### src/rtl/alu_div_ctrl.sv
// Request front-end for the ALU divider: queues signed 8-bit divide requests,
// issues them one at a time, and returns tagged quotients over valid/ready.
//
// state | meaning
// IDLE  | waiting for a queued request; pops the FIFO head when one is present
// ISSUE | div_start high for this single cycle, watchdog cleared
// WAIT  | divider running; ends on div_done or watchdog expiry
// RESP  | response held on rsp_* until rsp_ready
module alu_div_ctrl #(
  parameter int FIFO_DEPTH = 2,
  parameter int TAG_W      = 4,
  parameter int TIMEOUT    = 32
) (
  input  logic             clk,
  input  logic             reset,
  input  logic             req_valid,
  output logic             req_ready,
  input  logic [7:0]       req_a,
  input  logic [7:0]       req_b,
  input  logic [TAG_W-1:0] req_tag,
  output logic             div_start,
  output logic [7:0]       div_a,
  output logic [7:0]       div_b,
  input  logic [15:0]      div_quotient,
  input  logic             div_done,
  output logic             rsp_valid,
  input  logic             rsp_ready,
  output logic [15:0]      rsp_quotient,
  output logic [TAG_W-1:0] rsp_tag,
  output logic             rsp_dbz,
  output logic             rsp_timeout,
  output logic             busy
);

  localparam int PTR_W = (FIFO_DEPTH > 1) ? $clog2(FIFO_DEPTH) : 1;
  localparam int CNT_W = $clog2(FIFO_DEPTH + 1);
  localparam int WD_W  = $clog2(TIMEOUT);
  localparam int ENT_W = 16 + TAG_W;

  typedef enum logic [1:0] {IDLE, ISSUE, WAIT, RESP} state_t;

  state_t             state_q;
  logic [ENT_W-1:0]   mem_q [FIFO_DEPTH];
  logic [PTR_W-1:0]   wr_ptr_q, rd_ptr_q;
  logic [CNT_W-1:0]   cnt_q;
  logic [WD_W-1:0]    wdog_q;
  logic               div_start_q;
  logic [7:0]         div_a_q, div_b_q;
  logic               rsp_valid_q;
  logic [15:0]        rsp_quotient_q;
  logic [TAG_W-1:0]   rsp_tag_q;
  logic               rsp_dbz_q, rsp_timeout_q;

  logic               full, empty, push, pop;
  logic [ENT_W-1:0]   head;
  logic [7:0]         head_a, head_b;
  logic [TAG_W-1:0]   head_tag;

  assign full     = (cnt_q == CNT_W'(FIFO_DEPTH));
  assign empty    = (cnt_q == '0);
  assign push     = req_valid && !full;
  assign pop      = (state_q == IDLE) && !empty;
  assign head     = mem_q[rd_ptr_q];
  assign head_a   = head[ENT_W-1 -: 8];
  assign head_b   = head[ENT_W-9 -: 8];
  assign head_tag = head[TAG_W-1:0];

  // Entry storage needs no reset; validity is tracked by cnt_q.
  always_ff @(posedge clk) begin
    if (push) mem_q[wr_ptr_q] <= {req_a, req_b, req_tag};
  end

  always_ff @(posedge clk or negedge reset) begin
    if (!reset) begin
      wr_ptr_q <= '0;
      rd_ptr_q <= '0;
      cnt_q    <= '0;
    end else begin
      if (push) wr_ptr_q <= wr_ptr_q + PTR_W'(1);
      if (pop)  rd_ptr_q <= rd_ptr_q + PTR_W'(1);
      case ({push, pop})
        2'b10:   cnt_q <= cnt_q + CNT_W'(1);
        2'b01:   cnt_q <= cnt_q - CNT_W'(1);
        default: cnt_q <= cnt_q;
      endcase
    end
  end

  always_ff @(posedge clk or negedge reset) begin
    if (!reset) begin
      state_q        <= IDLE;
      wdog_q         <= '0;
      div_start_q    <= 1'b0;
      div_a_q        <= '0;
      div_b_q        <= '0;
      rsp_valid_q    <= 1'b0;
      rsp_quotient_q <= '0;
      rsp_tag_q      <= '0;
      rsp_dbz_q      <= 1'b0;
      rsp_timeout_q  <= 1'b0;
    end else begin
      case (state_q)
        IDLE: begin
          if (!empty) begin
            div_a_q       <= head_a;
            div_b_q       <= head_b;
            rsp_tag_q     <= head_tag;
            rsp_timeout_q <= 1'b0;
            // A zero divisor is answered directly; the divider is never started.
            if (head_b == 8'd0) begin
              rsp_quotient_q <= '0;
              rsp_dbz_q      <= 1'b1;
              rsp_valid_q    <= 1'b1;
              state_q        <= RESP;
            end else begin
              rsp_dbz_q   <= 1'b0;
              div_start_q <= 1'b1;
              state_q     <= ISSUE;
            end
          end
        end
        ISSUE: begin
          div_start_q <= 1'b0;
          wdog_q      <= '0;
          state_q     <= WAIT;
        end
        WAIT: begin
          // div_done takes priority over a watchdog expiry in the same cycle.
          if (div_done) begin
            rsp_quotient_q <= div_quotient;
            rsp_dbz_q      <= 1'b0;
            rsp_timeout_q  <= 1'b0;
            rsp_valid_q    <= 1'b1;
            state_q        <= RESP;
          end else if (wdog_q == WD_W'(TIMEOUT - 1)) begin
            rsp_quotient_q <= '0;
            rsp_dbz_q      <= 1'b0;
            rsp_timeout_q  <= 1'b1;
            rsp_valid_q    <= 1'b1;
            state_q        <= RESP;
          end else begin
            wdog_q <= wdog_q + WD_W'(1);
          end
        end
        RESP: begin
          if (rsp_ready) begin
            rsp_valid_q <= 1'b0;
            state_q     <= IDLE;
          end
        end
        default: state_q <= IDLE;
      endcase
    end
  end

  assign req_ready    = !full;
  assign div_start    = div_start_q;
  assign div_a        = div_a_q;
  assign div_b        = div_b_q;
  assign rsp_valid    = rsp_valid_q;
  assign rsp_quotient = rsp_quotient_q;
  assign rsp_tag      = rsp_tag_q;
  assign rsp_dbz      = rsp_dbz_q;
  assign rsp_timeout  = rsp_timeout_q;
  assign busy         = (state_q != IDLE) || !empty;

endmodule

### config.mk
export PLATFORM = sky130hd
export DESIGN_NAME = alu_div_ctrl
export DESIGN_NICKNAME = d
export VERILOG_FILES = /design/src/rtl/alu_div_ctrl.sv
export SDC_FILE = /design/constraint.sdc
export NUM_CORES = 1
export LEC_CHECK = 0
export BUFFER_PORTS_ARGS = -buffer_cell sky130_fd_sc_hd__buf_2
export CAP_MARGIN = 10
export CORE_MARGIN = 10
export CORE_UTILIZATION = 58
export DETAILED_ROUTE_END_ITERATION = 10
export PLACE_DENSITY = 0.85
export SYNTH_ARGS = -nofsm -noshare
export SYNTH_HDL_FRONTEND = slang
export SYNTH_SLANG_ARGS = --single-unit
### constraint.sdc
create_clock -name clk -period 4.85 [get_ports clk]
set_input_delay 0.97 -clock clk [delete_from_list [all_inputs] [get_ports clk]]
set_output_delay 0.97 -clock clk [all_outputs]
set_load 0.01 [all_outputs]
# Yosys cells after proc, flatten, opt, wreduce, memory -nomap -nowiden
# Memories as Yosys holds them, arrays and structs flattened.
# Index checks and enable logic that the tools add are counted.
[classes]
div_mod_pow = 0
n_mul = 0
n_bitwise = 1
muxes = 34
eq_ne = 14
magnitude_cmp = 0
reduce_logical = 21
addsub = 5
shift = 0
[op_table]
columns = ["op", "n"]
rows = [
  ["2-to-1 mux 16 bit", 4],
  ["case mux 16 bit (2 select lines)", 1],
  ["2-to-1 mux 1 bit", 15],
  ["AND reduction 3 bit", 4],
  ["2-to-1 mux 2 bit", 5],
  ["2-to-1 mux 5 bit", 2],
  ["!= test 2 bit (second input constant)", 5],
  ["case mux 5 bit (2 select lines)", 1],
  ["nonzero test 2 bit", 5],
  ["== test 2 bit (second input constant)", 4],
  ["logical NOT 8 bit", 1],
  ["case mux 2 bit (4 select lines)", 1],
  ["case mux 1 bit (2 select lines)", 3],
  ["adder 5 x 1 -> 5 bit (second input constant)", 1],
  ["== test 5 bit (second input constant)", 1],
  ["AND reduction 5 bit", 1],
  ["== test 2 x 1 -> 1 bit (second input constant)", 2],
  ["logical NOT 2 bit", 2],
  ["case mux 2 bit (2 select lines)", 1],
  ["AND reduction 4 bit", 1],
  ["!= test 3 bit (second input constant)", 1],
  ["case mux 1 bit (3 select lines)", 1],
  ["nonzero test 3 bit", 1],
  ["adder 1 bit (second input constant)", 2],
  ["8 further kinds", 10],
]
[totals]
wordCells = 89
output_inout_bits = 42
inputBits = 41
regBits = 51
memories = 1
mem_bits_ro = 0
latchBits = 0
mem_bits_rw = 40
[memory_table]
columns = ["name", "words", "width", "read_ports", "rd_clocked_by_memory_dff", "wr", "line_no", "text"]
rows = [
  ["mem_q", 2, 20, 1, 0, 1, "43", "logic [ENT_W-1:0] mem_q [FIFO_DEPTH];"],
]

# Longest topological paths before layout
[logic_depth]
depth_word = 5
depth_mapped = 10
mapped_depth_nobuf = 8

# Least setup slack after synthesis
# No wires, ideal clock.
[synth_path]
kind = "input to register"
from = "in div_done"
to = "reg rsp_quotient_q[10], in the netlist rsp_quotient[10]"
arrival_time_ns = 2.277
setup_ns = 0.125
setup_slack_ns = 2.448
n_path_buf = 2
cell_stages = 7
path_cell_list = "nor2_1 > a22oi_1 > o21ai_0 > a21o_1 > buf_6 > buf_6 > mux2_4"
[synth_via]
elab_chain_cells = 2
[synth_lines]
columns = ["element", "line_no", "text"]
rows = [
  ["start, declared", "25", "input logic div_done,"],
  ["!= test 3 bit (no line) or 2-to-1 mux 16 bit (tied branches)", "n/a", ""],
  ["AND reduction 4 bit (no line) or case mux 16 bit (2 select lines) (tied branches)", "n/a", ""],
  ["end signal, assigned", "130", "rsp_quotient_q <= div_quotient;"],
  ["end, declared", "50", "logic [15:0] rsp_quotient_q;"],
]
# Several ways; a longest one is shown, not always the timed one.
# A chain may end at the register's enable or synchronous reset.

# Worst setup path in the final report
[layout_path]
from = "reg wdog_q[0]"
to = "reg rsp_quotient_q[2], in the netlist rsp_quotient[2]"
[layout_via]
elab_chain_cells = 3
[layout_lines]
columns = ["element", "line_no", "text"]
rows = [
  ["start, declared", "46", "logic [WD_W-1:0] wdog_q;"],
  ["start signal, assigned", "142", "wdog_q <= wdog_q + WD_W'(1);"],
  ["== test 5 bit", "135", "end else if (wdog_q == WD_W'(TIMEOUT - 1)) begin"],
  ["!= test 3 bit (no line)", "n/a", ""],
  ["AND reduction 4 bit (no line)", "n/a", ""],
]
# No other way between the ends.

==> out/qor_table.md <==
| Item | Reported |
|:---|:---|
| Starting utilization of the core area | 0.596 |
| Worst setup path category | flop to flop |
| Number of nets with antenna violations after routing | 0 |
| Maximum number of buffers from clock root to sink | 2 |
| Total GRT Usage | 0.154 |
| Max Fclk | 0.331 GHz |
| Element type at the critical path end | flop |
| Total global routing overflow | 0 |
| Cell with the biggest individual delay on the critical path | sky130_fd_sc_hd__a21o_1 |
| Worst skew pair latency | 360 ps |
| IO buf count | 82 |
| Post-synthesis instance area | 0.00376 mm2 |
| Core Footprint | 0.00631 mm2 |
| Die ar. | 0.0101 mm2 |
| Fraction of layout instances using a drive strength above 1 | 0.348 |
| Total area of multi-input combinational cells | 0.00119 mm2 |
| Mux cell area share after synthesis | 0.123 |
| Design internal power | 1.78 mW |
| Arr. time, crit path | 3270 ps |
| Combinational group share of total power | 0.380 |
| Power per unit of standard cell area | 638 mW/mm2 |
| Clock-pin slew reported for the worst setup and hold paths after clock tree synthesis | 90 ps |
| Hold slack | 481 ps |
| Post-synthesis net count | 318 |
| Ordered cell list for the critical path | ha_1 > and3_1 > ha_1 > nor2_1 > a22oi_1 > o21ai_0 > a21o_1 > mux2_2 |
| Switching power | 1.04 mW |
| Count of state elements after synthesis | 91 |
| Number of buffers created by CTS | 9 |
| Number of max-capacitance violations reported | 0 |
| Final weighted congestion in routability-driven placement | 0.734 |
| Final Setup Violations | 0 |
| Floorplan die width | 101 um |
| Count of final hold-check violations | 0 |
| Met3 usage | 0.0473 |
| Most frequent standard cell in the layout excluding fill and tap cells | sky130_fd_sc_hd__buf_2 |
| Outcome | complete, no violations |
| Via count of the first global-routing pass | 2573 |
| Final critical path time including I/O delays and setup | 3020 ps |
| Kind of cell adding the most delay to the critical path | compound AO/OA/AOI/OAI gates |
| # rows | 29 |
| H-tree levels | 3 |
| # hold bufs at CTS | 0 |
| Post-CTS setup buffers | 0 |
| Fill cell count | 449 |
| Global-route track usage on met2 | 0.248 |
| Cell variety after synth | 33 |
| Average cell area after synthesis | 14.0 um2 |
| Synth-to-Final Area Change | 17.3% |
| Final HPWL from detailed placement | 5360 um |
| Required time of the critical path | 5090 ps |
| Worst Clk Skew | 11.2 ps |
| Maximum net fanout on the critical path | 16 |
| Clock network fraction of design power | 0.173 |
| Met1 usage | 0.186 |
| Final wirelength | 7470 um |
| First-pass GRT wire length | 12400 um |
| Cell at the root of the clock tree | sky130_fd_sc_hd__clkbuf_8 |
| Number of DRC markers in iteration 0 | 124 |
| Post-synthesis sequential area ratio | 0.659 |
| Fraction of synthesized cell area in xor and xnor cells | 0.0186 |
| Initial DRT Pass Iterations | 4 |
| Element type at the critical path start | flop |
| Initial antenna violation count | 0 |
| Average routed wire per standard cell | 17.3 um |
| # diodes | 0 |
| Number of nets in the layout | 400 |
| Switching Fraction | 0.368 |
| Clock sink count | 91 |
| Highest ir drop seen on vdd | 0.375 mV |
| Gate count after technology mapping | 269 |
| Library cell appearing most often on the critical path | sky130_fd_sc_hd__ha_1 |
| Number of max-slew violations in the final report | 0 |
| Worst Hold Class | flop to flop |
| Most frequent cells in the layout | sky130_fd_sc_hd__buf_2 (82), sky130_fd_sc_hd__dfrtp_1 (51), sky130_fd_sc_hd__edfxtp_1 (40) |
| Final routed DRC violation total | 0 |
| Combined buffer and inverter count along the critical path | 0 |
| Largest family of logic cells by synthesized area | multiplexers |
| Max-slew headroom at the worst pin | 0.315 |
| Via density | 5.45 |
| Fin crit share | 0.623 |
| Post-Synth Adder-Cell Area | 0.0266 |
| Chip Height | 101 um |
| Sum of negative setup slack | 0 ps |
| Worst Tran Pin Value | 1030 ps |
| Leakage | 2.12 nW |
| Ports placed on the boundary | 83 |
| Register area | 0.00248 mm2 |
| Total via count in the routed design | 2358 |
| Clock tree from TritonCTS | yes |
| Warnings from Yosys | 0 |
| Maximum number of pins on one net before global-route repair | 52 |
| Sequential Power Share | 0.447 |
| Post-Synth Simple-Gate Area | 0.0788 |
| Number of resized instances in the post-cts repair step | 0 |
| Most Crowded Layer GR | met2 |
| Compound-gate portion of the synthesized area | 0.0685 |
| Max incr delay on CP | 660 ps |
| Total power | 2.82 mW |
| RSZ-0062 raised after global routing | false |
[flip-flops by register name (all words and copies together), names as in the netlist, 2 cells and up]
register      cells
div_a             8
cnt_q             2
state_q           2
wdog_q            5
mem_q            40
div_b             8
rsp_tag           4
rsp_quotient     16
[per-stage QoR]
| step | util | instance area [um2] | std cells | setup slack (ps) |
|---|---|---|---|---|
| after global placement | 0.669 | 4220 | 417 | 1800 |
| after global routing | 0.699 | 4410 | 433 | 1630 |
| after floorplan | - | 3760 | 269 | 2450 |
| after detailed placement | 0.669 | 4220 | 417 | 1650 |
| after CTS | 0.699 | 4410 | 433 | 1860 |
| final | 0.699 | 4410 | 433 | 1830 |
[tightest hold or removal path: stages (launching register included)]
cell and delay (ps):
sky130_fd_sc_hd__dfrtp_1 350, sky130_fd_sc_hd__nand2_1 50, sky130_fd_sc_hd__o21ai_0 60
[cell usage after synthesis (all sizes together)]
| master | number | area (um2) |
|---|---|---|
| a211oi | 1 | 7.51 |
| a21o | 1 | 7.51 |
| a21oi | 3 | 15.0 |
| a22o | 4 | 35.0 |
| a22oi | 2 | 15.0 |
| a31oi | 1 | 6.26 |
| a32o | 1 | 10.0 |
| and3 | 18 | 113 |
| buf | 3 | 33.8 |
| clkbuf | 11 | 41.3 |
| dfrtp | 51 | 1280 |
| edfxtp | 40 | 1200 |
| ha | 8 | 100 |
| inv | 6 | 22.5 |
| mux2 | 19 | 251 |
| mux2i | 21 | 210 |
| nand2 | 24 | 90.1 |
| nand2b | 3 | 18.8 |
| nand4 | 1 | 6.26 |
| nor2 | 8 | 30.0 |
| nor2b | 1 | 6.26 |
| nor3 | 1 | 5.00 |
| nor4 | 1 | 6.26 |
| o21a | 1 | 7.51 |
| o21ai | 27 | 135 |
| o22ai | 2 | 18.8 |
| or4 | 1 | 11.3 |
| or4b | 1 | 10.0 |
| xnor2 | 6 | 52.6 |
| xor2 | 2 | 17.5 |
[cell families (layout without fill, tap and decap cells)]
logic type	after synthesis	count (layout)
and+or+nand+nor	59	59
adders and majority gates	8	8
xor gates and xnor gates	8	8
DFF	91	91
buffers and inverters	20	107
AOI/OAI and AO/OA	43	43
muxes	40	40
[routing by layer]
metal  vias up  part of all wire
met5         -                 0
met4         0             0.017
met3        11             0.061
met2        67              0.50
met1      1152              0.42
li1       1128                 -
[final timing paths]
| check | startpoint | to | slack, ps | cells after the start |
|---|---|---|---|---|
| max in group asynchronous | reset | rsp_tag[1] | 3700 | 2 |
| min in group asynchronous | reset | rsp_quotient[8] | 720 | 2 |
| hold reg to reg | div_b[2] | div_b[2] | 480 | 2 |
| hold / removal | div_b[2] | div_b[2] | 480 | 2 |
| setup / recovery | wdog_q[0] | rsp_quotient[2] | 1830 | 8 |
| setup reg to reg | wdog_q[0] | rsp_quotient[2] | 1830 | 8 |
[power by group through the flow]
stage	sequential, mW	clock, mW	combinational, mW
2_1_floorplan	1.31	0	0.701
5_1_grt	1.29	0.529	1.20
3_5_place_dp	1.27	0	1.09
6_report	1.26	0.487	1.07
3_3_place_gp	1.26	0	1.04
4_1_cts	1.26	0.496	1.09
[final cells by class]
type	count	area share
timing repair buffer	85	0.0981
clock inverter	6	0.0119
multi-input combinational	158	0.270
sequential	91	0.562
clock buffer	10	0.0312
tap	77	0.0218
inverter	6	0.00510
No activity file was read; power rests on OpenSTA's default activity.
